==> config.mk <==
export PLATFORM = sky130hd
export DESIGN_NAME = fp16_add_arbiter
export DESIGN_NICKNAME = d
export VERILOG_FILES = /design/src/rtl/fp16_add_arbiter.sv
export SDC_FILE = /design/constraint.sdc
export NUM_CORES = 1
export LEC_CHECK = 0
export CORE_ASPECT_RATIO = 0.9
export CORE_MARGIN = 1.5
export CORE_UTILIZATION = 34
export DETAILED_ROUTE_END_ITERATION = 7
export PLACE_DENSITY = 0.79
export SLEW_MARGIN = 20
export SYNTH_ARGS = -nofsm -noshare
export SYNTH_HDL_FRONTEND = slang
export SYNTH_SLANG_ARGS = --single-unit
export TNS_END_PERCENT = 100
==> constraint.sdc <==
create_clock -name clk -period 2.9 [get_ports clk]
set_input_delay 0.58 -clock clk [delete_from_list [all_inputs] [get_ports clk]]
set_output_delay 0.58 -clock clk [all_outputs]
set_load 0.05 [all_outputs]
==> src/rtl/fp16_add_arbiter.sv <==
// Round-robin front end sharing one pipelined fp16 adder between NREQ requesters.
// Operands are registered onto the adder; a tag pipe routes each result back to its requester.
module fp16_add_arbiter #(
  parameter int NREQ        = 4,
  parameter int ADD_LATENCY = 1,
  parameter int IDW         = $clog2(NREQ)
) (
  input  logic                 clk,
  input  logic                 rst,
  input  logic [NREQ-1:0]      req_valid,
  output logic [NREQ-1:0]      req_ready,
  input  logic [16*NREQ-1:0]   req_a,
  input  logic [16*NREQ-1:0]   req_b,
  output logic                 add_rst_n,
  output logic [15:0]          add_a,
  output logic [15:0]          add_b,
  input  logic [15:0]          add_x,
  output logic [NREQ-1:0]      rsp_valid,
  output logic [15:0]          rsp_data,
  output logic [IDW-1:0]       rsp_id,
  output logic                 busy
);

  function automatic logic [NREQ-1:0] onehot(input logic [IDW-1:0] id);
    onehot = {{(NREQ-1){1'b0}}, 1'b1} << id;
  endfunction

  logic [IDW-1:0]                  ptr_r;
  logic [15:0]                     add_a_r;
  logic [15:0]                     add_b_r;
  logic                            iss_vld_r;
  logic [IDW-1:0]                  iss_id_r;
  logic [ADD_LATENCY-1:0]          tag_vld_r;
  logic [ADD_LATENCY-1:0][IDW-1:0] tag_id_r;
  logic [NREQ-1:0]                 rsp_valid_r;
  logic [15:0]                     rsp_data_r;
  logic [IDW-1:0]                  rsp_id_r;

  logic           grant_found_s;
  logic [IDW-1:0] grant_id_s;
  logic [IDW:0]   cand_s;
  logic           hit_s;
  logic           hs_s;
  logic [15:0]    sel_a_s;
  logic [15:0]    sel_b_s;

  // Search upward from ptr (with wrap) for the first valid requester.
  always_comb begin
    grant_found_s = 1'b0;
    grant_id_s    = '0;
    cand_s        = '0;
    hit_s         = 1'b0;
    for (int k = 0; k < NREQ; k++) begin
      cand_s        = {1'b0, ptr_r} + (IDW+1)'(k);
      cand_s        = (cand_s >= (IDW+1)'(NREQ)) ? cand_s - (IDW+1)'(NREQ) : cand_s;
      hit_s         = ~grant_found_s & req_valid[cand_s[IDW-1:0]];
      grant_id_s    = hit_s ? cand_s[IDW-1:0] : grant_id_s;
      grant_found_s = grant_found_s | hit_s;
    end
  end

  // Operand mux for the granted requester.
  always_comb begin
    sel_a_s = 16'h0000;
    sel_b_s = 16'h0000;
    for (int k = 0; k < NREQ; k++) begin
      sel_a_s = sel_a_s | ((grant_id_s == IDW'(k)) ? req_a[16*k +: 16] : 16'h0000);
      sel_b_s = sel_b_s | ((grant_id_s == IDW'(k)) ? req_b[16*k +: 16] : 16'h0000);
    end
  end

  assign hs_s      = grant_found_s & ~rst;
  assign req_ready = hs_s ? onehot(grant_id_s) : {NREQ{1'b0}};

  // Issue stage, tag pipe and response stage.
  always_ff @(posedge clk) begin
    if (rst) begin
      ptr_r       <= '0;
      add_a_r     <= 16'h0000;
      add_b_r     <= 16'h0000;
      iss_vld_r   <= 1'b0;
      iss_id_r    <= '0;
      tag_vld_r   <= '0;
      tag_id_r    <= '0;
      rsp_valid_r <= '0;
      rsp_data_r  <= 16'h0000;
      rsp_id_r    <= '0;
    end else begin
      if (hs_s) begin
        ptr_r   <= (grant_id_s == IDW'(NREQ-1)) ? '0 : grant_id_s + IDW'(1);
        add_a_r <= sel_a_s;
        add_b_r <= sel_b_s;
      end
      iss_vld_r   <= hs_s;
      iss_id_r    <= grant_id_s;
      tag_vld_r[0] <= iss_vld_r;
      tag_id_r[0]  <= iss_id_r;
      for (int i = 1; i < ADD_LATENCY; i++) begin
        tag_vld_r[i] <= tag_vld_r[i-1];
        tag_id_r[i]  <= tag_id_r[i-1];
      end
      // The last tag stage lines up with add_x.
      if (tag_vld_r[ADD_LATENCY-1]) begin
        rsp_valid_r <= onehot(tag_id_r[ADD_LATENCY-1]);
        rsp_id_r    <= tag_id_r[ADD_LATENCY-1];
        rsp_data_r  <= add_x;
      end else begin
        rsp_valid_r <= '0;
      end
    end
  end

  assign add_rst_n = ~rst;
  assign add_a     = add_a_r;
  assign add_b     = add_b_r;
  assign rsp_valid = rsp_valid_r;
  assign rsp_data  = rsp_data_r;
  assign rsp_id    = rsp_id_r;
  assign busy      = ~rst & (iss_vld_r | (|tag_vld_r) | (|rsp_valid_r));

endmodule

Yosys cells after proc, flatten, opt, wreduce, memory -nomap -nowiden
Index checks and enable logic that the tools add are counted.

Add/subtract/negate cells: 8. Multiply operators: 0. Divide/modulo/power cells: 0. $lt $le $gt $ge: 8. Eq/ne operators: 3. Shifts and indexed selects: 2. Muxes and demuxes: 26. Bitwise logic cells: 21. Reduce and logical (&&, ||, !) cells: 3.

Operator list (count): $mux 16 (8); $or 16x16->16 (6); $mux 2 (9); $lt 2x3->1 const B (4); $ge 3x3->1 const B (3); $bmux 1 s2 (4); $shl 1x2->4 const A (2); $sub 2x1->2 const B (4); $add 2x2->3 const B (2); $and 1x1->1 (5); $not 1->1 (5); $or 1x1->1 (5); $eq 2x2->1 const B (2); $mux 1 (4); $mux 4 (1); $reduce_or 4->1 (1); $add 2x1->3 const B (1); $ge 2x3->1 const B (1); $add 2x1->2 const B (1); $eq 2x1->1 const B (1); $logic_not 2->1 (1); $reduce_or 2->1 (1).

Register bits after elaboration: 62. Latch bits: 0. Bits in writable memories: 0. Bits in read-only memories: 0. Output and inout port bits: 60. Logic and storage cells: 81. Memories: 0.

Depth between registers and ports, before layout
Gate-level depths: netlist of run 1.

Word-level depth: 18. Depth in mapped cells: 8. Gate-level depth less buffers: 6.

Worst setup path before layout of run 1
Ideal clock, no wire load.

Kind: input-to-output. Start: in req_valid[2]. End: out req_ready[3]. Data arrival time: 2.309 ns. Slack: 0.011 ns. Cell stages on the path: 7. Buffers on the path: 2. Path through: nor2b_1 -> o21a_1 -> nor3_1 -> ha_1 -> clkbuf_1 -> clkbuf_1 -> and3_1.

Longest elaborated chain between the ends: 13. Elaborated cells between the ends (all ways): 24.

Ends and longest elaborated chain: start, declared (RTL line 10) `input logic [NREQ-1:0] req_valid,`; $bmux 1 s2 (RTL line 56) `hit_s = ~grant_found_s & req_valid[cand_s[IDW-1:0]];`; $mux 1 (implied by the code) (RTL line 56); $not 1->1 (RTL line 56); $and 1x1->1 (RTL line 56); $or 1x1->1 (RTL line 58) `grant_found_s = grant_found_s | hit_s;`; $not 1->1 (RTL line 56); $and 1x1->1 (RTL line 56); $or 1x1->1 (RTL line 58); $not 1->1 (RTL line 56); $and 1x1->1 (RTL line 56); $mux 2 (*) (RTL line 57) `grant_id_s = hit_s ? cand_s[IDW-1:0] : grant_id_s;`; net grant_id_s[0] (RTL line 40) `logic [IDW-1:0] grant_id_s;`; $shl 1x2->4 (*) (RTL line 25) `onehot = {{(NREQ-1){1'b0}}, 1'b1} << id;`; $mux 4 (*) (RTL line 73) `assign req_ready = hs_s ? onehot(grant_id_s) : {NREQ{1'b0}};`; end, declared (RTL line 11) `output logic [NREQ-1:0] req_ready,`.

The timed path passes the listed nets; every way through them passes the cells marked *. The select of a mux whose other input is x is not followed.

Final worst setup path of run 1
Start: in req_valid[2]. End: out req_ready[1].

The elaborated chain is that of the path after synthesis.

==> results.py, run 1 <==
metrics = {
    "power": {
        "power_leakage_nw": 1.961,
        "fin_total_pwr_mw": 3.259,
        "ir_worst_vdd_v": 0.0002828,
        "power.density_nw_per_um2": 611.0,
    },
    "global_route": {
        "antenna_found_initial": 0,
        "grt_pass1_wl_um": 15950,
        "grt_use_met1_pct": 24.14,
        "grt_overflow": 0,
        "track_usage_pct": 22.94,
        "grt_use_met2_pct": 42.47,
        "grt_start_max_net_pins": 35,
        "globalRoute.busiestLayer": "met2",
        "grt_pass1_vias": 3327,
        "use_met3_pct": 7.897,
    },
    "setup_path": {
        "path_delay_family": "buffers and inverters",
        "path_depth": 8,
        "timing.rr.start": "ptr_r[0]",
        "cp.arrival_ns": 2.28,
        "criticalPathCategory": "input port to output pin",
        "path_max_fanout": 3,
        "cp_slowest_cell": "clkdlybuf4s50_1",
        "cp-startpoint": "req_valid[2]",
        "cp.required_ns": 2.32,
        "endpoint": "req_ready[1]",
        "max_stage_delay_ns": 0.43,
        "r2r-end": "add_a[2]",
        "crit_buf_inv": 3,
        "worst_setup_path_start_kind": "input port",
        "worst-r2r-setup-slack_ns": 0.83,
        "critPathCaptureType": "output pin",
        "reg2reg_depth": 7,
        "crit_chain": "clkdlybuf4s50_1 -> nor2b_2 -> o21a_1 -> buf_4 -> nor3_4 -> ha_1 -> and3_1 -> buf_12",
    },
    "finish": {
        "final_cell_mix": "202 x clkdlybuf4s50_1, 62 x dfxtp_1, 35 x a21oi_1",
        "nets": 664,
        "final_common_cell": "clkdlybuf4s50_1",
        "num_antenna_cells": 0,
        "drive_gt1_share_pct": 10.29,
        "final_area_um2": 5334,
        "final_cells": 614,
        "syn_to_final_growth_pct": 91.34,
        "fillers": 655,
    },
    "timing": {
        "fmax_mhz": 349.7,
        "fin_skew_ns": 0.007550,
        "finalHoldViolCount": 0,
        "timing.hold.ws_ns": 0.4601,
        "min_period_ns": 2.859,
        "setup-violations-final": 0,
        "relSlewSlack_pct": 63.17,
        "timing.final.crit_share_pct": 98.59,
        "finalMaxSlewViolations": 0,
        "tightestPinTransition_ns": 0.5508,
    },
    "detailed_routing": {
        "vias": 3322,
        "wl_um": 10570,
        "wl_per_cell_um": 17.21,
        "detail-route-antenna-nets": 0,
        "drc": 0,
        "drtIter0Drc": 107,
        "vias_per_cell": 5.410,
        "dr.pass1.iters": 4,
    },
    "placement": {
        "dpl.hpwl_um": 7656,
        "numPortBuffers": 209,
        "routabilityCongestion": 0.8210,
        "dp.cells": 598,
        "dpl-instance-area_um2": 5050,
    },
    "logic_synthesis": {
        "synth_nets": 458,
        "synthArstFlopShare_pct": 0,
        "synthTopCellsByArea": "dfxtp_1 45%, a221oi_1 10%, a22oi_1 8.6%",
        "syn_avg_cell_area_um2": 9.170,
        "ys_ff_latch": 62,
        "synthDominantCellAreaShare_pct": 44.52,
        "netlist_area_um2": 2788,
        "yosys.area.top_type": "dfxtp_1",
        "yosysWarnings": 0,
        "ys_types": 28,
        "synth-edff-count": 0,
        "synth_ff_type": "dfxtp_1",
        "syn_inst": 304,
        "yosysSeqAreaShare_pct": 44.52,
    },
    "floorplanning": {
        "die-area_um2": 8752,
        "start_util_pct": 34.89,
        "io_pins": 210,
        "core_um2": 7990,
        "row_count": 31,
        "die_h_um": 88.90,
        "die_width_um": 98.45,
    },
    "clock_network": {
        "clock_path_buffers": 2,
        "clkTransAtPathRegs_ns": 0.07,
        "cts_tree": "yes",
        "cts-buffers-inserted": 9,
        "clock_sinks": 62,
        "clock_latency_ns": 0.34,
        "htree_levels": 3,
        "root_buffer": "clkbuf_8",
    },
    "job": {
        "maxCapViolCount": 0,
    },
    "min_path": {
        "hold_class": "flip-flop to flip-flop",
    },
    "status": {
        "status": "completed",
    },
}
-- flip-flops by register name, indices dropped and copies added (netlist names) --
| name | cells |
|---|---|
| tag_vld_r | 1 |
| add_b | 16 |
| tag_id_r | 2 |
| rsp_data | 16 |
| iss_vld_r | 1 |
| iss_id_r | 2 |
| rsp_valid | 4 |
| rsp_id | 2 |
| ptr_r | 2 |
| add_a | 16 |
-- routing by layer --
layer / vias to the layer above / share of wire, %
li1: 1579 / -
met4: 0 / 2.6
met1: 1548 / 38
met3: 27 / 8.1
met2: 168 / 52
met5: - / 0
-- Yosys cell counts (3+ instances only) --
master	number
nor3_1	3
nor2_1	22
a22oi_1	32
dfxtp_1	62
mux2i_1	17
buf_2	5
buf_6	3
ha_1	4
o21ai_1	15
clkbuf_1	24
and3_1	4
a221oi_1	32
nand2b_1	3
o21ai_0	17
nor2b_1	5
a21oi_1	37
nand2_1	4
-- worst min-delay path by stage --
stage	startpoint	endpoint	slack, ns	depth (start not counted)
after global placement	iss_id_r[1]	tag_id_r[1]	0.43	1
final	iss_id_r[1]	tag_id_r[1]	0.46	1
after global routing	iss_id_r[1]	tag_id_r[1]	0.47	1
after CTS	iss_id_r[1]	tag_id_r[1]	0.46	1
after floorplan	iss_id_r[0]	tag_id_r[0]	0.41	1
after detailed placement	iss_id_r[0]	tag_id_r[0]	0.43	1
-- per-stage QoR --
step / util, % / TNS (ns) / worst slack [ns]
global placement: 63.20 / 0 / 0.02389
finish: 66.76 / 0 / 0.04078
detailed placement: 63.20 / -0.2892 / -0.09623
CTS: 66.29 / 0 / 0.0009999
floorplan: - / 0 / 0.01124
global route: 66.76 / -0.02798 / -0.01162
-- power by group --
group | internal, mW | leakage (nW) | total [mW] | switching [mW]
Combinational | 0.587 | 1.34 | 1.37 | 0.781
Sequential | 0.966 | 0.512 | 1.03 | 0.0637
Clock | 0.494 | 0.111 | 0.861 | 0.367
-- cell families (layout without fill, tap and decap cells) --
kind of cell             after synthesis  after routing  share of synthesized area, %
flip-flops                            62             62                         44.52
AND/OR/NAND/NOR                       47             47                         8.842
multiplexers                          17             17                         6.104
buffers and inverters                 34            245                         5.610
AO/OA/AOI/OAI                        140            140                         33.12
adder cells (fa/ha/maj)                4              4                         1.795
-- area by class of cell --
type,instances,area (um^2),share of cell area [%]
Timing Repair Buffer,227,2286,42.86
Multi-Input combinational cell,208,1449,27.16
Sequential cell,62,1241,23.27
Clock buffer,9,123.9,2.322
Tap cell,99,123.9,2.322
Clock inverter,7,102.6,1.924
Inverter,2,7.507,0.1407
-- what timing repair did --
item	4_1_cts	5_1_grt
hold buffers	0	0
pin swaps	0	2
endpoints found under the setup margin	4	4
setup buffers	0	0
gates resized for setup	6	8
endpoints found under the hold margin	0	0
No activity file was read; power rests on OpenSTA's default activity.
==> run 2, diff against run 1 <==
--- a/config.mk
+++ b/config.mk
@@ -7,9 +7,9 @@
 export LEC_CHECK = 0
 export CORE_ASPECT_RATIO = 0.9
 export CORE_MARGIN = 1.5
-export CORE_UTILIZATION = 34
+export CORE_UTILIZATION = 31
 export DETAILED_ROUTE_END_ITERATION = 7
-export PLACE_DENSITY = 0.79
+export PLACE_DENSITY = 0.76
 export SLEW_MARGIN = 20
 export SYNTH_ARGS = -nofsm -noshare
 export SYNTH_HDL_FRONTEND = slang
==> constraint.sdc (replaced) <==
create_clock -name clk -period 2.5 [get_ports clk]
set_input_delay 0.5 -clock clk [delete_from_list [all_inputs] [get_ports clk]]
set_output_delay 0.5 -clock clk [all_outputs]
set_load 0.05 [all_outputs]
==> run 2 against run 1 <==
Against the previous run: non-clock buffer count grew 10; sequential share of layout area shrank 0.62 points; design area grew 2.7%; hold slack lost 0.0097 ns; count of clock-buffer cells in the layout grew 2; die area grew 9.4%; clock skew grew 0.0057 ns; flip-flop and latch count is the same; final cell count grew 4.9%; global-route usage shrank 0.86 points; critical path type unchanged.
==> results.py, run 2 (synthesis gave the netlist of run 1 again) <==
metrics = {
    "power": {
        "clockPowerShare_pct": 23.6,
        "power_leakage_nw": 2.007,
        "combPwrFrac_pct": 44.5,
        "internal-power_mw": 2.350,
        "ir_worst_vdd_v": 0.0003315,
        "seq_power_share_pct": 31.9,
        "p_switching_mw": 1.403,
        "power.density_nw_per_um2": 684.9,
        "switching_share_pct": 37.37,
    },
    "placement": {
        "post-place-ws_ns": -0.2389,
        "dpl.hpwl_um": 8009,
        "dp.cells": 627,
        "dpl-instance-area_um2": 5175,
        "routabilityCongestion": 0.8224,
        "numPortBuffers": 209,
    },
    "clock_network": {
        "clock_latency_ns": 0.34,
        "root_buffer": "clkbuf_8",
        "cts-buffers-inserted": 9,
        "clock_sinks": 62,
        "cts_tree": "yes",
        "htree_levels": 3,
        "clock_path_buffers": 2,
        "clkTransAtPathRegs_ns": 0.07,
    },
    "detailed_routing": {
        "vias_per_cell": 5.193,
        "vias": 3344,
        "wl_um": 10710,
        "drc": 0,
        "dr.pass1.iters": 4,
        "detail-route-antenna-nets": 0,
        "wl_per_cell_um": 16.64,
        "drtIter0Drc": 103,
    },
    "global_route": {
        "grt_pass1_vias": 3468,
        "grt_start_max_net_pins": 35,
        "use_met3_pct": 7.170,
        "grt_use_met2_pct": 40.46,
        "grt_use_met1_pct": 23.23,
        "globalRoute.busiestLayer": "met2",
        "grt_overflow": 0,
        "grt_pass1_wl_um": 16300,
        "antenna_found_initial": 0,
        "track_usage_pct": 22.08,
    },
    "status": {
        "status": "completed",
    },
    "timing": {
        "timing.final.crit_share_pct": 99.00,
        "fmax_mhz": 404.0,
        "min_period_ns": 2.475,
        "finalWorstSetupSlack_ns": 0.02492,
        "relSlewSlack_pct": 62.59,
        "finalMaxSlewViolations": 0,
        "tightestPinTransition_ns": 0.5594,
        "setup-violations-final": 0,
        "fin_skew_ns": 0.01324,
        "finalHoldViolCount": 0,
    },
    "floorplanning": {
        "row_count": 32,
        "io_pins": 210,
        "die_h_um": 92.96,
        "die-area_um2": 9571,
        "core_um2": 8648,
        "die_width_um": 103.0,
        "start_util_pct": 32.23,
    },
    "finish": {
        "final-seq-area_um2": 1241,
        "multi_input_area_um2": 1510,
        "fin_util_pct": 63.35,
        "num_antenna_cells": 0,
        "nets": 674,
        "final_cell_mix": "199 x clkdlybuf4s50_1, 62 x dfxtp_1, 35 x a21oi_1",
        "drive_gt1_share_pct": 13.14,
        "fillers": 750,
        "final_cells": 644,
        "syn_to_final_growth_pct": 96.54,
        "final_area_um2": 5479,
        "final_common_cell": "clkdlybuf4s50_1",
    },
    "setup_path": {
        "cp.arrival_ns": 1.98,
        "worst_setup_path_start_kind": "input port",
        "worst-r2r-setup-slack_ns": 0.32,
        "cp.required_ns": 2.00,
        "critPathCaptureType": "output pin",
        "criticalPathCategory": "input port to output pin",
        "path_max_fanout": 3,
    },
    "min_path": {
        "hold_class": "flip-flop to flip-flop",
    },
    "job": {
        "maxCapViolCount": 0,
    },
}
## run 2: cell type report
type	count	share of cell area (%)
clock buffer	11	2.581
clock inverter	5	1.073
inverter	2	0.1370
multi-input combinational	208	27.56
sequential	62	22.65
tap	119	2.718
timing repair buffer	237	43.27
## run 2: repair_timing
item | 4_1_cts | 5_1_grt
buffers inserted | 1 | 0
pin swaps | 4 | 2
endpoints found under the setup margin | 4 | 4
hold buffers | 0 | 0
gates cloned | 0 | 0
resized for setup | 18 | 10
## run 2: routing by layer
metal | vias up | wire length, um | part of all wire (%)
met5 | - | 0 | 0
met3 | 17 | 955 | 8.9
met1 | 1561 | 4091 | 38
li1 | 1598 | - | -
met2 | 168 | 5483 | 51
met4 | 0 | 183 | 1.7
## run 2: final timing paths
path                                      to  cells past startpoint    startpoint
worst max-delay path            req_ready[3]                      8  req_valid[1]
worst min-delay path             tag_id_r[0]                      1   iss_id_r[0]
worst max register to register      add_a[4]                      8      ptr_r[0]
worst min register to register   tag_id_r[0]                      1   iss_id_r[0]
## run 2: power by group through the flow
stage / sequential (mW) / combinational, mW / clock [mW]
5_1_grt: 1.21 / 1.77 / 0.958
3_3_place_gp: 1.20 / 1.61 / 0
3_5_place_dp: 1.21 / 1.62 / 0
2_1_floorplan: 1.61 / 0.507 / 0
4_1_cts: 1.19 / 1.66 / 0.910
6_report: 1.20 / 1.67 / 0.885
## run 2: critical path, stage by stage
cell           delay (ns)
dlygate4sd2_1        0.26
buf_4                0.16
inv_1                0.06
a21o_1               0.19
o31a_1               0.25
ha_2                 0.22
and3_4               0.20
buf_12               0.13
## run 2: through the flow
step	power, mW	hold slack, ns	setup TNS (ns)
floorplan	2.114	0.4138	0
global placement	2.814	0.4168	-5.241
detailed placement	2.833	0.4300	-5.997
CTS	3.761	0.4464	0
global route	3.942	0.4626	-0.02552
finish	3.753	0.4504	0
